==> config.mk <==
export PLATFORM = sky130hd
export DESIGN_NAME = string_match_top
export DESIGN_NICKNAME = d
export VERILOG_FILES = /design/src/rtl/string_match_pkg.sv /design/src/rtl/string_match_kmp.sv /design/src/rtl/string_match_top.sv
export SDC_FILE = /design/constraint.sdc
export NUM_CORES = 1
export LEC_CHECK = 0
export ABC_AREA = 1
export CAP_MARGIN = 20
export CORE_ASPECT_RATIO = 0.75
export CORE_MARGIN = 2
export CORE_UTILIZATION = 38
export DETAILED_ROUTE_END_ITERATION = 10
export SLEW_MARGIN = 20
export SYNTH_ARGS = -nofsm -noshare
export SYNTH_HDL_FRONTEND = slang
export SYNTH_SLANG_ARGS = --single-unit
==> constraint.sdc <==
create_clock -name clk -period 2.94 [get_ports clk]
set_input_delay 0.588 -clock clk [delete_from_list [all_inputs] [get_ports clk]]
set_output_delay 0.588 -clock clk [all_outputs]
set_load 0.005 [all_outputs]
==> src/rtl/string_match_pkg.sv <==
// Shared types and default constants for the string-match engines.
// Packed strings keep character 0 in bits [7:0].
package string_match_pkg;

  typedef logic [7:0] char_t;

  typedef enum logic [3:0] {
    FB_IDLE    = 4'd0,
    FB_COMPARE = 4'd1,
    FB_FOUND   = 4'd2,
    FB_DONE    = 4'd3
  } fb_state_t;

  typedef enum logic [3:0] {
    KMP_IDLE    = 4'd0,
    KMP_PREFIX  = 4'd4,
    KMP_COMPARE = 4'd5,
    KMP_FOUND   = 4'd6,
    KMP_DONE    = 4'd7
  } kmp_state_t;

  localparam int DEFAULT_TEXT_LEN = 16;
  localparam int DEFAULT_PAT_LEN  = 4;

  // SV literals put the first character in the MSBs, so these read reversed:
  // text "ABABCABABABCABAB", pattern "ABAB".
  localparam logic [8*DEFAULT_TEXT_LEN-1:0] DEFAULT_TEXT    = "BABACBABABACBABA";
  localparam logic [8*DEFAULT_PAT_LEN-1:0]  DEFAULT_PATTERN = "BABA";

  function automatic char_t sat_inc(input char_t v);
    return (v == 8'hFF) ? v : v + 8'd1;
  endfunction

endpackage

==> src/rtl/string_match_kmp.sv <==
// Knuth-Morris-Pratt engine: builds the failure table one step per cycle,
// then scans the text from start_idx counting overlapping matches.
module kmp_matcher
  import string_match_pkg::*;
#(
  parameter int                      TEXT_LEN = DEFAULT_TEXT_LEN,
  parameter int                      PAT_LEN  = DEFAULT_PAT_LEN,
  parameter logic [8*TEXT_LEN-1:0]   TEXT     = DEFAULT_TEXT,
  parameter logic [8*PAT_LEN-1:0]    PATTERN  = DEFAULT_PATTERN
) (
  input  logic       clk,
  input  logic       srst,
  input  logic       start,
  input  logic [7:0] start_idx,
  output logic [7:0] count,
  output logic [7:0] patron,
  output logic [7:0] texto,
  output logic [3:0] state_code
);

  localparam logic [8:0] TEXT_LEN_W = 9'(TEXT_LEN);
  localparam logic [4:0] PAT_LEN_Q  = 5'(PAT_LEN);
  localparam logic [3:0] PAT_LAST   = 4'(PAT_LEN - 1);

  char_t text_arr [256];
  char_t pat_arr  [16];

  for (genvar gi = 0; gi < 256; gi++) begin : g_text
    if (gi < TEXT_LEN) begin : g_used
      assign text_arr[gi] = TEXT[8*gi +: 8];
    end else begin : g_pad
      assign text_arr[gi] = '0;
    end
  end

  for (genvar gi = 0; gi < 16; gi++) begin : g_pat
    if (gi < PAT_LEN) begin : g_used
      assign pat_arr[gi] = PATTERN[8*gi +: 8];
    end else begin : g_pad
      assign pat_arr[gi] = '0;
    end
  end

  kmp_state_t state_reg, state_next;
  logic [7:0] i_reg, i_next;
  logic [4:0] q_reg, q_next;
  logic [4:0] pq_reg, pq_next;
  logic [3:0] len_reg, len_next;
  char_t      count_reg, count_next;
  char_t      patron_reg, patron_next;
  char_t      texto_reg, texto_next;
  logic [3:0] fail_reg [16];
  logic [3:0] fail_next [16];
  logic [3:0] q_lo;

  assign q_lo = q_reg[3:0] - 4'd1;

  always_comb begin
    state_next  = state_reg;
    i_next      = i_reg;
    q_next      = q_reg;
    pq_next     = pq_reg;
    len_next    = len_reg;
    count_next  = count_reg;
    patron_next = '0;
    texto_next  = '0;
    fail_next   = fail_reg;
    case (state_reg)
      KMP_IDLE, KMP_DONE: begin
        if (start) begin
          count_next   = '0;
          i_next       = start_idx;
          q_next       = '0;
          pq_next      = 5'd1;
          len_next     = '0;
          fail_next[0] = '0;
          state_next   = KMP_PREFIX;
        end
      end
      KMP_PREFIX: begin
        if (pq_reg >= PAT_LEN_Q) begin
          q_next     = '0;
          state_next = KMP_COMPARE;
        end else if (pat_arr[pq_reg[3:0]] == pat_arr[len_reg]) begin
          fail_next[pq_reg[3:0]] = len_reg + 4'd1;
          len_next = len_reg + 4'd1;
          pq_next  = pq_reg + 5'd1;
        end else if (len_reg != 4'd0) begin
          len_next = fail_reg[len_reg - 4'd1];
        end else begin
          fail_next[pq_reg[3:0]] = '0;
          pq_next = pq_reg + 5'd1;
        end
      end
      KMP_COMPARE: begin
        if ({1'b0, i_reg} >= TEXT_LEN_W) begin
          state_next = KMP_DONE;
        end else begin
          texto_next  = text_arr[i_reg];
          patron_next = pat_arr[q_reg[3:0]];
          if (text_arr[i_reg] == pat_arr[q_reg[3:0]]) begin
            i_next = i_reg + 8'd1;
            q_next = q_reg + 5'd1;
            if (q_reg + 5'd1 == PAT_LEN_Q) state_next = KMP_FOUND;
          end else if (q_reg != 5'd0) begin
            q_next = {1'b0, fail_reg[q_lo]};
          end else begin
            i_next = i_reg + 8'd1;
          end
        end
      end
      KMP_FOUND: begin
        count_next = sat_inc(count_reg);
        q_next     = {1'b0, fail_reg[PAT_LAST]};
        state_next = KMP_COMPARE;
      end
      default: state_next = KMP_IDLE;
    endcase
  end

  always_ff @(posedge clk) begin
    if (srst) begin
      state_reg  <= KMP_IDLE;
      i_reg      <= '0;
      q_reg      <= '0;
      pq_reg     <= '0;
      len_reg    <= '0;
      count_reg  <= '0;
      patron_reg <= '0;
      texto_reg  <= '0;
      for (int k = 0; k < 16; k++) fail_reg[k] <= '0;
    end else begin
      state_reg  <= state_next;
      i_reg      <= i_next;
      q_reg      <= q_next;
      pq_reg     <= pq_next;
      len_reg    <= len_next;
      count_reg  <= count_next;
      patron_reg <= patron_next;
      texto_reg  <= texto_next;
      fail_reg   <= fail_next;
    end
  end

  assign count      = count_reg;
  assign patron     = patron_reg;
  assign texto      = texto_reg;
  assign state_code = state_reg;

endmodule

==> src/rtl/string_match_top.sv <==
// Pattern search with a brute-force engine (inline) and a KMP engine;
// a start-button rising edge launches whichever engine sw_sel picks.
module string_match_top
  import string_match_pkg::*;
#(
  parameter int                      TEXT_LEN = DEFAULT_TEXT_LEN,
  parameter int                      PAT_LEN  = DEFAULT_PAT_LEN,
  parameter logic [8*TEXT_LEN-1:0]   TEXT     = DEFAULT_TEXT,
  parameter logic [8*PAT_LEN-1:0]    PATTERN  = DEFAULT_PATTERN
) (
  input  logic       clk,
  input  logic       rst,
  input  logic       btn_inicio,
  input  logic       sw_sel,
  input  logic [7:0] sw_bit_inicial,
  output logic [7:0] display_FB,
  output logic [7:0] display_KMP,
  output logic [7:0] patron_FB,
  output logic [7:0] texto_FB,
  output logic [7:0] patron_KMP,
  output logic [7:0] texto_KMP,
  output logic [3:0] actual_state_FB,
  output logic [3:0] actual_state_KMP
);

  localparam logic [8:0] TEXT_LEN_W = 9'(TEXT_LEN);
  localparam logic [8:0] PAT_LEN_W  = 9'(PAT_LEN);
  localparam logic [3:0] PAT_LAST   = 4'(PAT_LEN - 1);

  char_t text_arr [256];
  char_t pat_arr  [16];

  for (genvar gi = 0; gi < 256; gi++) begin : g_text
    if (gi < TEXT_LEN) begin : g_used
      assign text_arr[gi] = TEXT[8*gi +: 8];
    end else begin : g_pad
      assign text_arr[gi] = '0;
    end
  end

  for (genvar gi = 0; gi < 16; gi++) begin : g_pat
    if (gi < PAT_LEN) begin : g_used
      assign pat_arr[gi] = PATTERN[8*gi +: 8];
    end else begin : g_pad
      assign pat_arr[gi] = '0;
    end
  end

  // armed_reg blocks a start while the button has been high ever since reset.
  logic btn_prev_reg, armed_reg;
  logic start_edge, start_fb, start_kmp;

  assign start_edge = armed_reg & btn_inicio & ~btn_prev_reg;
  assign start_fb   = start_edge & ~sw_sel;
  assign start_kmp  = start_edge & sw_sel;

  fb_state_t  fb_state_reg, fb_state_next;
  logic [7:0] fb_i_reg, fb_i_next;
  logic [3:0] fb_j_reg, fb_j_next;
  char_t      fb_count_reg, fb_count_next;
  char_t      fb_patron_reg, fb_patron_next;
  char_t      fb_texto_reg, fb_texto_next;
  char_t      fb_t, fb_p;

  assign fb_t = text_arr[fb_i_reg + {4'd0, fb_j_reg}];
  assign fb_p = pat_arr[fb_j_reg];

  always_comb begin
    fb_state_next  = fb_state_reg;
    fb_i_next      = fb_i_reg;
    fb_j_next      = fb_j_reg;
    fb_count_next  = fb_count_reg;
    fb_patron_next = '0;
    fb_texto_next  = '0;
    case (fb_state_reg)
      FB_IDLE, FB_DONE: begin
        if (start_fb) begin
          fb_count_next = '0;
          fb_i_next     = sw_bit_inicial;
          fb_j_next     = '0;
          fb_state_next = FB_COMPARE;
        end
      end
      FB_COMPARE: begin
        if ({1'b0, fb_i_reg} + PAT_LEN_W > TEXT_LEN_W) begin
          fb_state_next = FB_DONE;
        end else begin
          fb_patron_next = fb_p;
          fb_texto_next  = fb_t;
          if (fb_t == fb_p && fb_j_reg == PAT_LAST) begin
            fb_state_next = FB_FOUND;
          end else if (fb_t == fb_p) begin
            fb_j_next = fb_j_reg + 4'd1;
          end else begin
            fb_i_next = fb_i_reg + 8'd1;
            fb_j_next = '0;
          end
        end
      end
      FB_FOUND: begin
        fb_count_next = sat_inc(fb_count_reg);
        fb_i_next     = fb_i_reg + 8'd1;
        fb_j_next     = '0;
        fb_state_next = FB_COMPARE;
      end
      default: fb_state_next = FB_IDLE;
    endcase
  end

  always_ff @(posedge clk) begin
    if (rst) begin
      btn_prev_reg  <= 1'b0;
      armed_reg     <= 1'b0;
      fb_state_reg  <= FB_IDLE;
      fb_i_reg      <= '0;
      fb_j_reg      <= '0;
      fb_count_reg  <= '0;
      fb_patron_reg <= '0;
      fb_texto_reg  <= '0;
    end else begin
      btn_prev_reg  <= btn_inicio;
      if (btn_inicio == 1'b0) armed_reg <= 1'b1;
      fb_state_reg  <= fb_state_next;
      fb_i_reg      <= fb_i_next;
      fb_j_reg      <= fb_j_next;
      fb_count_reg  <= fb_count_next;
      fb_patron_reg <= fb_patron_next;
      fb_texto_reg  <= fb_texto_next;
    end
  end

  assign display_FB      = fb_count_reg;
  assign patron_FB       = fb_patron_reg;
  assign texto_FB        = fb_texto_reg;
  assign actual_state_FB = fb_state_reg;

  kmp_matcher #(
    .TEXT_LEN (TEXT_LEN),
    .PAT_LEN  (PAT_LEN),
    .TEXT     (TEXT),
    .PATTERN  (PATTERN)
  ) u_kmp (
    .clk        (clk),
    .srst       (rst),
    .start      (start_kmp),
    .start_idx  (sw_bit_inicial),
    .count      (display_KMP),
    .patron     (patron_KMP),
    .texto      (texto_KMP),
    .state_code (actual_state_KMP)
  );

endmodule

Word level (Yosys, flattened, before mapping) --
Memory sizes are Yosys's and may differ from the RTL's. Index checks and enable logic that the tools add are counted.
Word-level totals: word-level logic and storage cells 212, register bits 156, memories 6, output and inout bits 56, memory bits (read-only) 4608
Memories:
- (no name shown) | depth 256, bits a word 8, read ports 1, clocked after Yosys merged registers in 0, wr ports 0, line string_match_kmp.sv:99 | texto_next = text_arr[i_reg];
- (no name shown) | depth 256, bits a word 8, read ports 1, clocked after Yosys merged registers in 0, wr ports 0, line string_match_top.sv:65 | assign fb_t = text_arr[fb_i_reg + {4'd0, fb_j_reg}];
- (no name shown) | depth 16, bits a word 8, read ports 1, clocked after Yosys merged registers in 0, wr ports 0, line string_match_kmp.sv:100 | patron_next = pat_arr[q_reg[3:0]];
- (no name shown) | depth 16, bits a word 8, read ports 1, clocked after Yosys merged registers in 0, wr ports 0, line string_match_kmp.sv:84 | end else if (pat_arr[pq_reg[3:0]] == pat_arr[len_reg]) begin
- (no name shown) | depth 16, bits a word 8, read ports 1, clocked after Yosys merged registers in 0, wr ports 0, line string_match_kmp.sv:84
- (no name shown) | depth 16, bits a word 8, read ports 1, clocked after Yosys merged registers in 0, wr ports 0, line string_match_top.sv:66 | assign fb_p = pat_arr[fb_j_reg];
Operators by class: reduce and logical (&&, ||, !) cells 27, multiplexer cells 72, bitwise logic cells 19, add/subtract/negate cells 12, magnitude comparators 12, equal/unequal tests 32
Operator list (number):
- $mux W64 | 3
- $mux W8 | 24
- $mux W4 | 21
- $and A64 B64 Y64 | 1
- $bwmux W64 | 1
- $not A64 Y64 | 1
- $pmux W8 S2 | 3
- $mux W5 | 9
- $add A8 B1 Y8 const B | 4
- $bmux W4 S4 | 2
- $ge A5 B5 Y1 const B | 6
- $not A4 Y5 | 6
- $eq A8 B8 Y1 | 3
- $pmux W4 S3 | 2
- $pmux W8 S3 | 1
- $pmux W5 S4 | 1
- $reduce_and A4 Y1 | 5
- $ge A9 B9 Y1 const B | 2
- $ne A2 B2 Y1 const B | 9
- $not A8 Y9 | 2
- $demux W4 S4 | 1
- $eq A4 B3 Y1 const B | 4
- $eq A8 B8 Y1 const B | 2
- $pmux W4 S2 | 2
- 31 further kinds | 59

Logic depth before layout (Yosys ltp) --
depth after elaboration 11, mapped depth 17

By module --
From an unflattened synthesis, not the netlist that was laid out.
Second synthesis, totals: cells, all modules 1173, area, all modules 7812.5 um^2
Modules (own cells, without submodules):
- kmp_matcher | cells each 859, area each 5705.5 um^2, times used 1, sequential area each 2062.0 um^2
- string_match_top | cells each 314, area each 2107.0 um^2, times used 1, sequential area each 600.6 um^2

Worst setup path before layout --
OpenSTA, ideal clock, no wires.
path type reg2reg, from register fb_j_reg[0], to register fb_i_reg[2], data required time 2.824 ns, cell stages (with the launch flop) 14, arrival time 2.242 ns, path buffers 0, clock period less this slack 2.358 ns, path slack 0.582 ns, cell sequence dfxtp_1 -> ha_1 -> inv_1 -> fa_1 -> or2_2 -> o21ai_0 -> nand2_1 -> nand2_1 -> nand3b_1 -> nand3_2 -> nand2_2 -> inv_4 -> nor2_1 -> nor2_1
On the way: longest elaborated chain between the ends 9, elaborated cells between the ends (all ways) 15
Ends and longest elaborated chain:
- from (decl) | line string_match_top.sv:59 | logic [3:0] fb_j_reg, fb_j_next;
- from (signal assigned) | line string_match_top.sv:125 | fb_j_reg <= fb_j_next;
- $add A8 B4 Y8 | line string_match_top.sv:65
- $not A8 Y9 (implied by the code) | line string_match_top.sv:65
- $mem_v2 Z256 W8
- $mux W8 (implied by the code) (2 in a row) | line string_match_top.sv:65
- $eq A8 B8 Y1 | line string_match_top.sv:90, string_match_top.sv:92
- $logic_and A1 B1 Y1 | line string_match_top.sv:90 | if (fb_t == fb_p && fb_j_reg == PAT_LAST) begin
- $ne A2 B2 Y1 (no source line)
- $reduce_and A5 Y1 (no source line) *
- to (signal assigned) | line string_match_top.sv:124 | fb_i_reg <= fb_i_next;
- to (decl) | line string_match_top.sv:58 | logic [7:0] fb_i_reg, fb_i_next;
Every way passes the cells marked *; elsewhere a longest branch is shown, timed or not. The select of a mux whose other input is x is not followed. A chain may end at the register's enable or synchronous reset.

Final worst setup path --
from register fb_i_reg[0], to register fb_state_reg[0], in the netlist actual_state_FB[0]
On the way: longest elaborated chain between the ends 9, elaborated cells between the ends (all ways) 13
Ends and longest elaborated chain:
- $add A8 B4 Y8 | line string_match_top.sv:65
- $not A8 Y9 (implied by the code) | line string_match_top.sv:65
- $mem_v2 Z256 W8
- $mux W8 (implied by the code) (2 in a row) | line string_match_top.sv:65
- $eq A8 B8 Y1 | line string_match_top.sv:90
- $logic_and A1 B1 Y1 | line string_match_top.sv:90
- $ne A3 B3 Y1 (no source line)
- $reduce_and A2 Y1 (no source line)
- to (signal assigned) | line string_match_top.sv:123 | fb_state_reg <= fb_state_next;
- to (decl) | line string_match_top.sv:57 | fb_state_t fb_state_reg, fb_state_next;
Several ways; a longest one is shown, not always the timed one. The select of a mux whose other input is x is not followed.

==> summary.md <==
| Metric | Value |
|---|---|
| Run status | complete, no violations |
| Met3 capacity usage during global routing | ~4.7% |
| Portion of the post-synthesis area used by sequential elements | a little over a third |
| Highest-delay cell along the critical path | fa_1 |
| Combinational family with the most area after synthesis | simple AND/OR/NAND/NOR gates |
| Minimum setup slack among reg-to-reg paths | around 300 ps |
| Clock tree skew after final layout | around 6.2 ps |
| Primary FF master, synth | dfxtp_1 |
| H-Tree Level Count | 4 |
| Share of the clock period used by the worst path | 89.8% |
| Cell Int Power | around 4.9 mW |
| Synthesized area per cell | around 6.7 um2 |
| Total congestion overflow after global routing | 0 |
| N_diodes | 0 |
| Share of post-route cells with drive strength above 1 | under 10% |
| Latest clock arrival within the worst-skew pair | 420 ps |
| Global-route wire length before repair | ~32,000 um |
| Final wirelength | about 19,000 um |
| Clock tree root driver cell | clkbuf_16 |
| Count of instances resized after the clock tree is built | 0 |
| Area enclosed by the die boundary | roughly 0.021 mm2 |
| Hpwl dp | 13,600 um |
| Headroom to the max-slew limit | between 50% and 60% |
| Routing usage on met1 | 30.3% |
| Fin util | between 40 and 50% |
| Element type at the critical path start | flip-flop |
| Number of max-cap violations | 0 |
| Unrepaired setup endpoints after global routing | false |
| Area growth, synth to finish | 16.3% |
| Number of flip-flops and latches in the synthesized netlist | approximately 130 |
| Post-synthesis simple-gate area fraction | 26.3% |
| Switching power as a share of total power | 45.7% |
| Xor and xnor fraction of the mapped netlist area | 3.01% |
| Setup Fix Bufs, Post-CTS | 0 |
| FMAX | about 380 MHz |
| Class of the worst hold path | reg2reg |
| EDFF count, synth | 0 |
| Share of total power in the clock network | between 20 and 25% |
| Largest net degree at the start of global routing | 55 |
| CTS sink count | 133 |
| Area fraction in compound gates after synthesis | between 15 and 20% |
| Top cell family by delay on the critical path | simple AND/OR/NAND/NOR gates |
| Sequence of cells on the critical path | ha_1 > inv_1 > fa_1 > or2_2 > o21ai_0 > nand2_1 > nand2_1 > nor2_1 > nor2_1 > nand4_2 > o21ai_0 > a21oi_1 |
| Total count of max-transition violations in the final report | 0 |
| Total negative slack | 0 ps |
| Number of antenna violations at the first check in global routing | 0 |
| Clock Tree Buf Depth | 2 |
| Syn Inst Count | around 1,100 |
| Total number of vias | about 7,000 |
| Final routed wire length divided by cell count | between 10 and 15 um |
| Unique masters post-synth | 50 |
| Starting density of the core | ~39% |
| Final hold violation count | 0 |
| Biggest area consumer among synthesized cells | dfxtp_1 |
| Clock-pin slew of the registers on the worst-case setup and hold paths | ~60 ps |
| Main area contributors after synthesis | dfxtp_1 (35%), nand2_1 (8.5%), o21ai_0 (7.5%) |
| Final setup vio count | 0 |
| Area fraction of the dominant cell type after synthesis | a little over a third |
| Worst Max-Slew Pin Slew | 641 ps |
| I/O pin total | between 60 and 70 |
| Num rows | 44 |
| Ratio of total power to cell area | around 1000 mW/mm2 |
| CTS tree | built |
| Cell leakage power | 3.78 nW |
| Placer's final routability congestion estimate | between 0.8 and 0.9 |
| Router iterations before antenna repair | 5 |
| Area share of fa/ha/maj cells after synthesis | roughly 4.8% |
| Remaining antenna violation count after routing | 0 |
| Share of total power in combinational logic | 49.6% |
| Clock buffers created by TritonCTS | 17 |
| Largest driver fanout on the critical path | 9 |
| Vias per cell | 4.93 |
| Synth warn | 0 |
| Data required time of the worst path | 3250 ps |
| Layer with the highest usage | met1 |
| Sequential cell fraction of total power | about a quarter |
| Quantity of I/O buffers inserted on ports | 44 |
| DRC viols | 0 |
| Die outline width | 166 um |
| Critical path class | reg2reg |
| Initial DRC Count | ~660 |
| Core Box Area | between 0.015 and 0.02 mm2 |
| Post-route minimum period | approximately 2600 ps |
| Number of buffers inserted for hold repair after clock tree synthesis | 0 |
| Async set or reset register ratio after synthesis | 0% |
| Overall die height | 126 um |
| Arrival @ worst endpoint | roughly 3000 ps |
| Number of global-route vias before repair | 6,179 |
| Power spent charging and discharging nets | about 4.1 mW |
| Largest register FFs | 64 |
| Worst path bufs/invs | 1 |
| Slowest cell delay on critical path | about 440 ps |
| Total Routing Usage GR | 18.9% |
| Peak ir drop on the vdd network | between 0.0004 and 0.0005 V |
| Share of synthesized area spent on multiplexers | less than 1% |
| Final Net Count | 1,191 |
| Cell area after synthesis | between 0.007 and 0.008 mm2 |
| Worst hold margin | ~440 ps |
| Met2 usage | roughly 24% |
| Category of the worst setup path capture point | flip-flop |
==> worst paths after layout <==
check                                             startpoint                         endpoint  depth (start not counted)
worst max register to register      fb_i_reg[0]$_SDFFE_PP0P_  actual_state_FB[0]$_SDFFE_PP0P_                         12
worst min register to register  u_kmp.pq_reg[4]$_SDFFE_PP0P_     u_kmp.pq_reg[4]$_SDFFE_PP0P_                          2
worst max-delay path                fb_i_reg[0]$_SDFFE_PP0P_  actual_state_FB[0]$_SDFFE_PP0P_                         12
worst min-delay path            u_kmp.pq_reg[4]$_SDFFE_PP0P_     u_kmp.pq_reg[4]$_SDFFE_PP0P_                          2
==> per-stage QoR <==
step | power, mW | cell area, um2 | instances | worst slack [ps]
after global routing | 9.73 | 8740 | 1417 | 69.5
after CTS | 8.96 | 8740 | 1417 | 340
after detailed placement | 6.70 | 8120 | 1385 | 340
final | 8.98 | 8740 | 1417 | 300
after floorplan | 5.53 | 7600 | 1136 | 582
after global placement | 6.67 | 8120 | 1385 | 381
==> cells in the final DEF (no fill, tap or decap), types with 4 or more instances in the layout <==
cell type,n
inv_1,149
nand3_2,4
dfxtp_1,133
clkbuf_16,17
nor2_1,145
nor3_1,9
nand4_1,7
a21oi_1,108
ha_1,27
clkdlybuf4s50_1,43
nand2_1,171
nand3_1,99
clkinv_2,4
conb_1,23
xor2_1,22
buf_4,17
o21ai_0,112
inv_2,7
nor2_2,4
nand2_2,5
==> routing by layer <==
metal | vias to the layer above | routed length (um)
li1 | 3626 | -
met1 | 3086 | 10400
met2 | 255 | 7270
met3 | 13 | 1530
met4 | 0 | 149
met5 | - | 0
==> synthesized netlist by cell type, types with 9 or more instances <==
| cell | instances |
|---|---|
| clkbuf_1 | 26 |
| nor3_1 | 9 |
| ha_1 | 27 |
| nand2_1 | 171 |
| o21ai_0 | 112 |
| inv_1 | 149 |
| xor2_1 | 22 |
| buf_2 | 9 |
| a21oi_1 | 108 |
| nor2_1 | 145 |
| nand3_1 | 99 |
| dfxtp_1 | 133 |
| buf_4 | 24 |
==> power by group through the flow <==
stage	logic, mW	clock network (mW)	registers (mW)
6_report	4.45	2.23	2.30
5_1_grt	5.03	2.36	2.34
4_1_cts	4.41	2.26	2.30
3_3_place_gp	4.34	0	2.33
2_1_floorplan	3.30	0	2.23
3_5_place_dp	4.37	0	2.33
==> cell type report <==
cell class	count	area, um2
Clock buffer	20	467
Fill cell	1989	10600
Clock inverter	12	151
Multi-Input combinational cell	778	3980
Tap cell	253	317
Inverter	160	603
Sequential cell	133	2660
Timing Repair Buffer	61	563
==> worst reg2reg max path: cells and delay by family, from the launching register on <==
kind | cells | cell delay (ps)
and+or+nand+nor | 6 | 940
adders and majority gates | 2 | 660
AOI/OAI and AO/OA | 3 | 470
DFF | 1 | 400
buffers and inverters | 1 | 60
==> cell families (layout without fill, tap and decap cells) <==
group	count (synthesis)	count (layout)
adder cells (fa/ha/maj)	28	28
other	1	23
flip-flops	133	133
buffers and inverters	225	253
multiplexers	2	2
XOR/XNOR	25	25
AO/OA/AOI/OAI	244	244
AND/OR/NAND/NOR	456	456
No activity file was read; power rests on OpenSTA's default activity.
